### src/rtl/divu_pkg.sv
// Shared types and constants for the iterative unsigned divider.
package divu_pkg;

  // Default operand/result width in bits.
  localparam int DIV_WIDTH = 32;

  // Width of the step counter for the default width (counts WIDTH-1 down to 0).
  localparam int DIV_CNT_W = $clog2(DIV_WIDTH);

  // Quotient reported for a zero divisor: all ones.
  localparam logic [DIV_WIDTH-1:0] DIV0_QUOTIENT = '1;

  // Controller states.
  typedef enum logic [1:0] {
    DIVU_IDLE = 2'd0,
    DIVU_RUN  = 2'd1,
    DIVU_DONE = 2'd2
  } divu_state_e;

endpackage

### src/rtl/divu_iterative_step.sv
// One restoring shift-compare-subtract step. Purely combinational, so two
// copies can be chained later for two quotient bits per clock.
module divu_iterative_step #(
  parameter int WIDTH = 32
) (
  input  logic [WIDTH-1:0] rem_i,
  input  logic             quo_msb_i,
  input  logic [WIDTH-1:0] div_i,
  output logic [WIDTH-1:0] rem_o,
  output logic             ge_o
);

  logic [WIDTH:0] shifted;
  logic [WIDTH:0] diff;

  // Shift the next dividend bit in, trial-subtract, keep the difference only
  // when there was no borrow (partial remainder not less than divisor).
  always_comb begin
    shifted = {rem_i, quo_msb_i};
    diff    = shifted - {1'b0, div_i};
    ge_o    = ~diff[WIDTH];
    rem_o   = ge_o ? diff[WIDTH-1:0] : shifted[WIDTH-1:0];
  end

endmodule

### src/rtl/divu_iterative.sv
// Multi-cycle unsigned divider: one quotient bit per clock, start/busy/done
// handshake, results held in output registers until the next completion.
//
// Handshake: iStart is sampled only while oBusy is low (IDLE or DONE); the
// sampling edge also captures iDataA/iDataB. oBusy is high for exactly the
// WIDTH step cycles, oDone is a one-cycle pulse with results valid, and the
// two are never high together. A request in the DONE cycle is accepted
// directly so back-to-back divisions have no idle bubble.
module divu_iterative
  import divu_pkg::*;
#(
  parameter int WIDTH = DIV_WIDTH
) (
  input  logic             iClk,
  input  logic             iRstN,
  input  logic             iStart,
  input  logic [WIDTH-1:0] iDataA,
  input  logic [WIDTH-1:0] iDataB,
  output logic             oBusy,
  output logic             oDone,
  output logic [WIDTH-1:0] oQuotient,
  output logic [WIDTH-1:0] oRemainder,
  output logic             oDivByZero,
  output logic [1:0]       oDbgState
);

  localparam int CNT_W = $clog2(WIDTH);

  divu_state_e      state_q, state_d;
  logic [CNT_W-1:0] cnt_q, cnt_d;
  logic [WIDTH-1:0] rem_q, rem_d;
  logic [WIDTH-1:0] quo_q, quo_d;
  logic [WIDTH-1:0] div_q, div_d;
  logic [WIDTH-1:0] res_quo_q, res_quo_d;
  logic [WIDTH-1:0] res_rem_q, res_rem_d;
  logic             div0_q, div0_d;

  logic [WIDTH-1:0] step_rem;
  logic             step_ge;

  divu_iterative_step #(
    .WIDTH (WIDTH)
  ) u_step (
    .rem_i     (rem_q),
    .quo_msb_i (quo_q[WIDTH-1]),
    .div_i     (div_q),
    .rem_o     (step_rem),
    .ge_o      (step_ge)
  );

  // State, counter, working datapath and result registers.
  always_ff @(posedge iClk or negedge iRstN) begin
    if (!iRstN) begin
      state_q   <= DIVU_IDLE;
      cnt_q     <= '0;
      rem_q     <= '0;
      quo_q     <= '0;
      div_q     <= '0;
      res_quo_q <= '0;
      res_rem_q <= '0;
      div0_q    <= 1'b0;
    end else begin
      state_q   <= state_d;
      cnt_q     <= cnt_d;
      rem_q     <= rem_d;
      quo_q     <= quo_d;
      div_q     <= div_d;
      res_quo_q <= res_quo_d;
      res_rem_q <= res_rem_d;
      div0_q    <= div0_d;
    end
  end

  // Next-state and datapath updates; result registers move only on the edge
  // that enters DONE.
  always_comb begin
    state_d   = state_q;
    cnt_d     = cnt_q;
    rem_d     = rem_q;
    quo_d     = quo_q;
    div_d     = div_q;
    res_quo_d = res_quo_q;
    res_rem_d = res_rem_q;
    div0_d    = div0_q;

    case (state_q)
      DIVU_IDLE, DIVU_DONE: begin
        if (iStart) begin
          if (iDataB != '0) begin
            state_d = DIVU_RUN;
            rem_d   = '0;
            quo_d   = iDataA;
            div_d   = iDataB;
            cnt_d   = CNT_W'(WIDTH - 1);
          end else begin
            // Zero divisor completes immediately without any steps.
            state_d   = DIVU_DONE;
            res_quo_d = {WIDTH{DIV0_QUOTIENT[0]}};
            res_rem_d = iDataA;
            div0_d    = 1'b1;
          end
        end else if (state_q == DIVU_DONE) begin
          state_d = DIVU_IDLE;
        end
      end

      DIVU_RUN: begin
        rem_d = step_rem;
        quo_d = {quo_q[WIDTH-2:0], step_ge};
        if (cnt_q == '0) begin
          state_d   = DIVU_DONE;
          res_quo_d = {quo_q[WIDTH-2:0], step_ge};
          res_rem_d = step_rem;
          div0_d    = 1'b0;
        end else begin
          cnt_d = cnt_q - CNT_W'(1);
        end
      end

      default: begin
        state_d = DIVU_IDLE;
      end
    endcase
  end

  // Handshake and result outputs are straight decodes of registers.
  always_comb begin
    oBusy      = (state_q == DIVU_RUN);
    oDone      = (state_q == DIVU_DONE);
    oQuotient  = res_quo_q;
    oRemainder = res_rem_q;
    oDivByZero = div0_q;
    oDbgState  = state_q;
  end

endmodule

### config.mk
export PLATFORM = sky130hd
export DESIGN_NAME = divu_iterative
export DESIGN_NICKNAME = d
export VERILOG_FILES = /design/src/rtl/divu_pkg.sv /design/src/rtl/divu_iterative_step.sv /design/src/rtl/divu_iterative.sv
export SDC_FILE = /design/constraint.sdc
export NUM_CORES = 1
export LEC_CHECK = 0
export ABC_AREA = 0
export CAP_MARGIN = 20
export CELL_PAD_IN_SITES_DETAIL_PLACEMENT = 0
export CELL_PAD_IN_SITES_GLOBAL_PLACEMENT = 2
export CORE_MARGIN = 3
export CORE_UTILIZATION = 30
export DETAILED_ROUTE_END_ITERATION = 8
export HOLD_SLACK_MARGIN = 0.02
export PLACE_DENSITY_LB_ADDON = 0.1
export SLEW_MARGIN = 20
export SYNTH_ARGS = -nofsm -noshare
export SYNTH_HDL_FRONTEND = slang
export SYNTH_SLANG_ARGS = --single-unit
### constraint.sdc
create_clock -name iClk -period 3 [get_ports iClk]
set_clock_uncertainty 0.2 [all_clocks]
set_input_delay 0.3 -clock iClk [delete_from_list [all_inputs] [get_ports iClk]]
set_output_delay 0.3 -clock iClk [all_outputs]
set_load 0.02 [all_outputs]
==> run summary <==
Yosys Warn Count = 0
status = finished, violations left
CTS tree = done
vias = 8196
starting density of the core = 0.306
worst setup slack after layout = -151 ps
RSZ-0062 raised after global routing = yes
Main synth FF type = dfrtp_1
r2r setup slk = -150 ps
H-tree Lvls = 4
worst r2r path cells = 14
average wire per standard cell = 19.3 um
I/O pin total = 136
share of cells above drive strength 1 = 0.243
max_cap viols = 0
Worst Max-Slew Pin Slew = 942 ps
asr flop ratio synth = 1.00
worst-path fanout max = 3
Mapped Area = 9080 sq um
initial antenna violation count = 0
Critical Path Max Stage Delay = 380 ps
Seq/Total Area, Yosys = 0.463
final wirelength = 31700 um
core area = 29700 sq um
top cells by area, synth = dfrtp_1, o21ai_0, nand2_1
hold path start = iDataB[10]
root buffer cell = clkbuf_16
die extent in x = 180 um
Detail Route Antenna Nets = 0
critical path required time = 3170 ps
Netlist cell types = 61
clk buf depth = 2
Hold Path Sink = div_q[10]$_DFFE_PN0P_
largest net degree at the start of global routing = 74
cells along the critical path = inv_1, ha_2, inv_2, fa_2, a211oi_4, o21bai_1, a21oi_2, o21ai_2, a31oi_1, buf_4, o21ai_4, mux2_4, o311a_1, o21ai_1
drt initial violations = 392
Setup CP Type = reg2reg
Post-Synthesis Cells = 985
slew margin rel. = 0.369
Worst setup EP type = register
# fillers = 2880
final period utilization = 1.05
Hold WS = 237 ps
Synth top area share = 0.463
biggest area consumer among synthesized cells = dfrtp_1
final hold vios = 0
Hold Path Depth = 3
syn nets = 1087
via/cell ratio = 4.99
number of synthesized flops with an enable pin = 0
crit path time final = 3150 ps
P&R area growth vs syn = 47.3%
pins over their slew limit = 0
startpoint types = register
Residual DRC = 0
IO buf count = 135
CTS clk-pin slew, worst paths = 70 ps
# nets final = 1342
WP data arrival = 3320 ps
Worst-Skew Late Latency = 450 ps
FF-to-FF Start = quo_q[31]$_DFFE_PN0P_
syn avg cell area = 9.22 sq um
Pre-Repair DR Iteration Count = 4
die area = 32400 sq um
Fmax = 317 MHz
ant diodes = 0
grt total ovfl = 0
number of synthesized register bits = 168
failing checks = negative setup slack
CP bufs+invs = 3
cell family with most CP delay = compound AO/OA/AOI/OAI gates
vias in the first global route = 8369
cell row count = 63
first-pass GRT wire length = 48300 um
post-detail-place hpwl = 22800 um
Die H = 180 um
endpoints failing setup = 61
CP max-delay cell = dfrtp_1
clk sink count = 168
CTS buffer count = 17
worst r2r dst = oRemainder[26]$_DFFE_PN0P_
Total Routing Usage GR = 0.189
GPL Wtd Cong = 0.820
worst min path class = in2reg
==> layer usage <==
layer	up-vias	global-route usage	share of wire
met3	21	0.0339	0.027
met4	0	0.0427	0.013
met5	-	0	0
li1	4032	-	-
met2	131	0.323	0.50
met1	4012	0.252	0.46
==> cells in the final DEF, fill, tap and decap left out, drive strengths merged, types with 6 or more instances in the layout <==
master / instances
nand3: 12
clkdlybuf4s50: 134
inv: 51
clkbuf: 22
and3: 25
ha: 34
nor2: 52
dfrtp: 168
a21oi: 78
a31oi: 7
o21ai: 109
xnor2: 13
nand2b: 6
buf: 166
xor2: 16
mux2i: 39
nor4: 10
a211oi: 7
nor3: 10
o21bai: 8
o22ai: 25
o22a: 35
a21o: 24
nand2: 127
nand4: 9
==> state kept, by name, summed over array words and instances, names as in the netlist <==
name        flops
div_q          32
oQuotient      32
oRemainder     32
quo_q          32
rem_q          32
cnt_q           5
oDbgState       2
oDivByZero      1
==> per-stage QoR <==
step	area [sq um]	setup TNS (ps)	std cells	utilization	setup slack [ps]
global placement	11800	-27610	1584	0.398	-371
finish	13400	-4090	1643	0.450	-151
floorplan	9100	0	985	-	0.438
CTS	12800	-5050	1628	0.429	-129
global route	13400	-14860	1643	0.450	-339
detailed placement	11800	-34100	1584	0.398	-425
==> kinds of logic after synthesis <==
kind of cell | after synthesis | synth area share
DFF | 168 | 0.463
muxes | 42 | 0.0467
adders and majority gates | 35 | 0.0490
AOI/OAI and AO/OA | 326 | 0.228
buffers and inverters | 115 | 0.0505
xor gates and xnor gates | 29 | 0.0280
and+or+nand+nor | 270 | 0.135
==> cell usage after synthesis (25+ instances only) <==
cell      instances
o22a_1           35
mux2i_1          39
o22ai_1          25
clkbuf_1         53
and3_1           25
dfrtp_1         168
nor2_1           52
nand2_1         127
a21oi_1          77
o21ai_0         101
ha_1             34
inv_1            44
==> timing repair <==
action,in CTS,in global routing
hold buffers,1,0
hold endpoints to repair,71,0
resized for setup,48,112
pin swaps,24,32
gates cloned,1,6
setup endpoints to repair,65,66
setup buffers,11,12
==> worst min-delay path, delay by kind of cell <==
| kind | cells | cell delay [ps] |
|---|---|---|
| AO/OA/AOI/OAI | 1 | 60 |
| buffers and inverters | 1 | 420 |
| AND/OR/NAND/NOR | 1 | 60 |
==> worst max-delay path by stage <==
stage                          startpoint                         end  slack [ps]  cells after the start
floorplan           quo_q[31]$_DFFE_PN0P_  oRemainder[26]$_DFFE_PN0P_         0.4                     13
global placement                iDataB[1]  oRemainder[14]$_DFFE_PN0P_        -370                     13
detailed placement              iDataB[1]  oRemainder[14]$_DFFE_PN0P_        -430                     13
CTS                 quo_q[31]$_DFFE_PN0P_  oRemainder[15]$_DFFE_PN0P_        -130                     16
global route        quo_q[31]$_DFFE_PN0P_       rem_q[30]$_DFFE_PN0P_        -340                     15
finish              quo_q[31]$_DFFE_PN0P_  oRemainder[26]$_DFFE_PN0P_        -150                     14
==> final cells by class <==
class	count	area [sq um]	share of cell area
Multi-Input combinational cell	702	5060	0.378
Sequential cell	168	4200	0.314
Timing Repair Buffer	306	2890	0.216
Tap cell	390	488	0.0365
Clock buffer	17	425	0.0318
Inverter	45	169	0.0126
Clock inverter	15	144	0.0108
Power of run 1 is not shown: default switching activity piles up to over one toggle a cycle in this logic, so the estimate is an artifact.
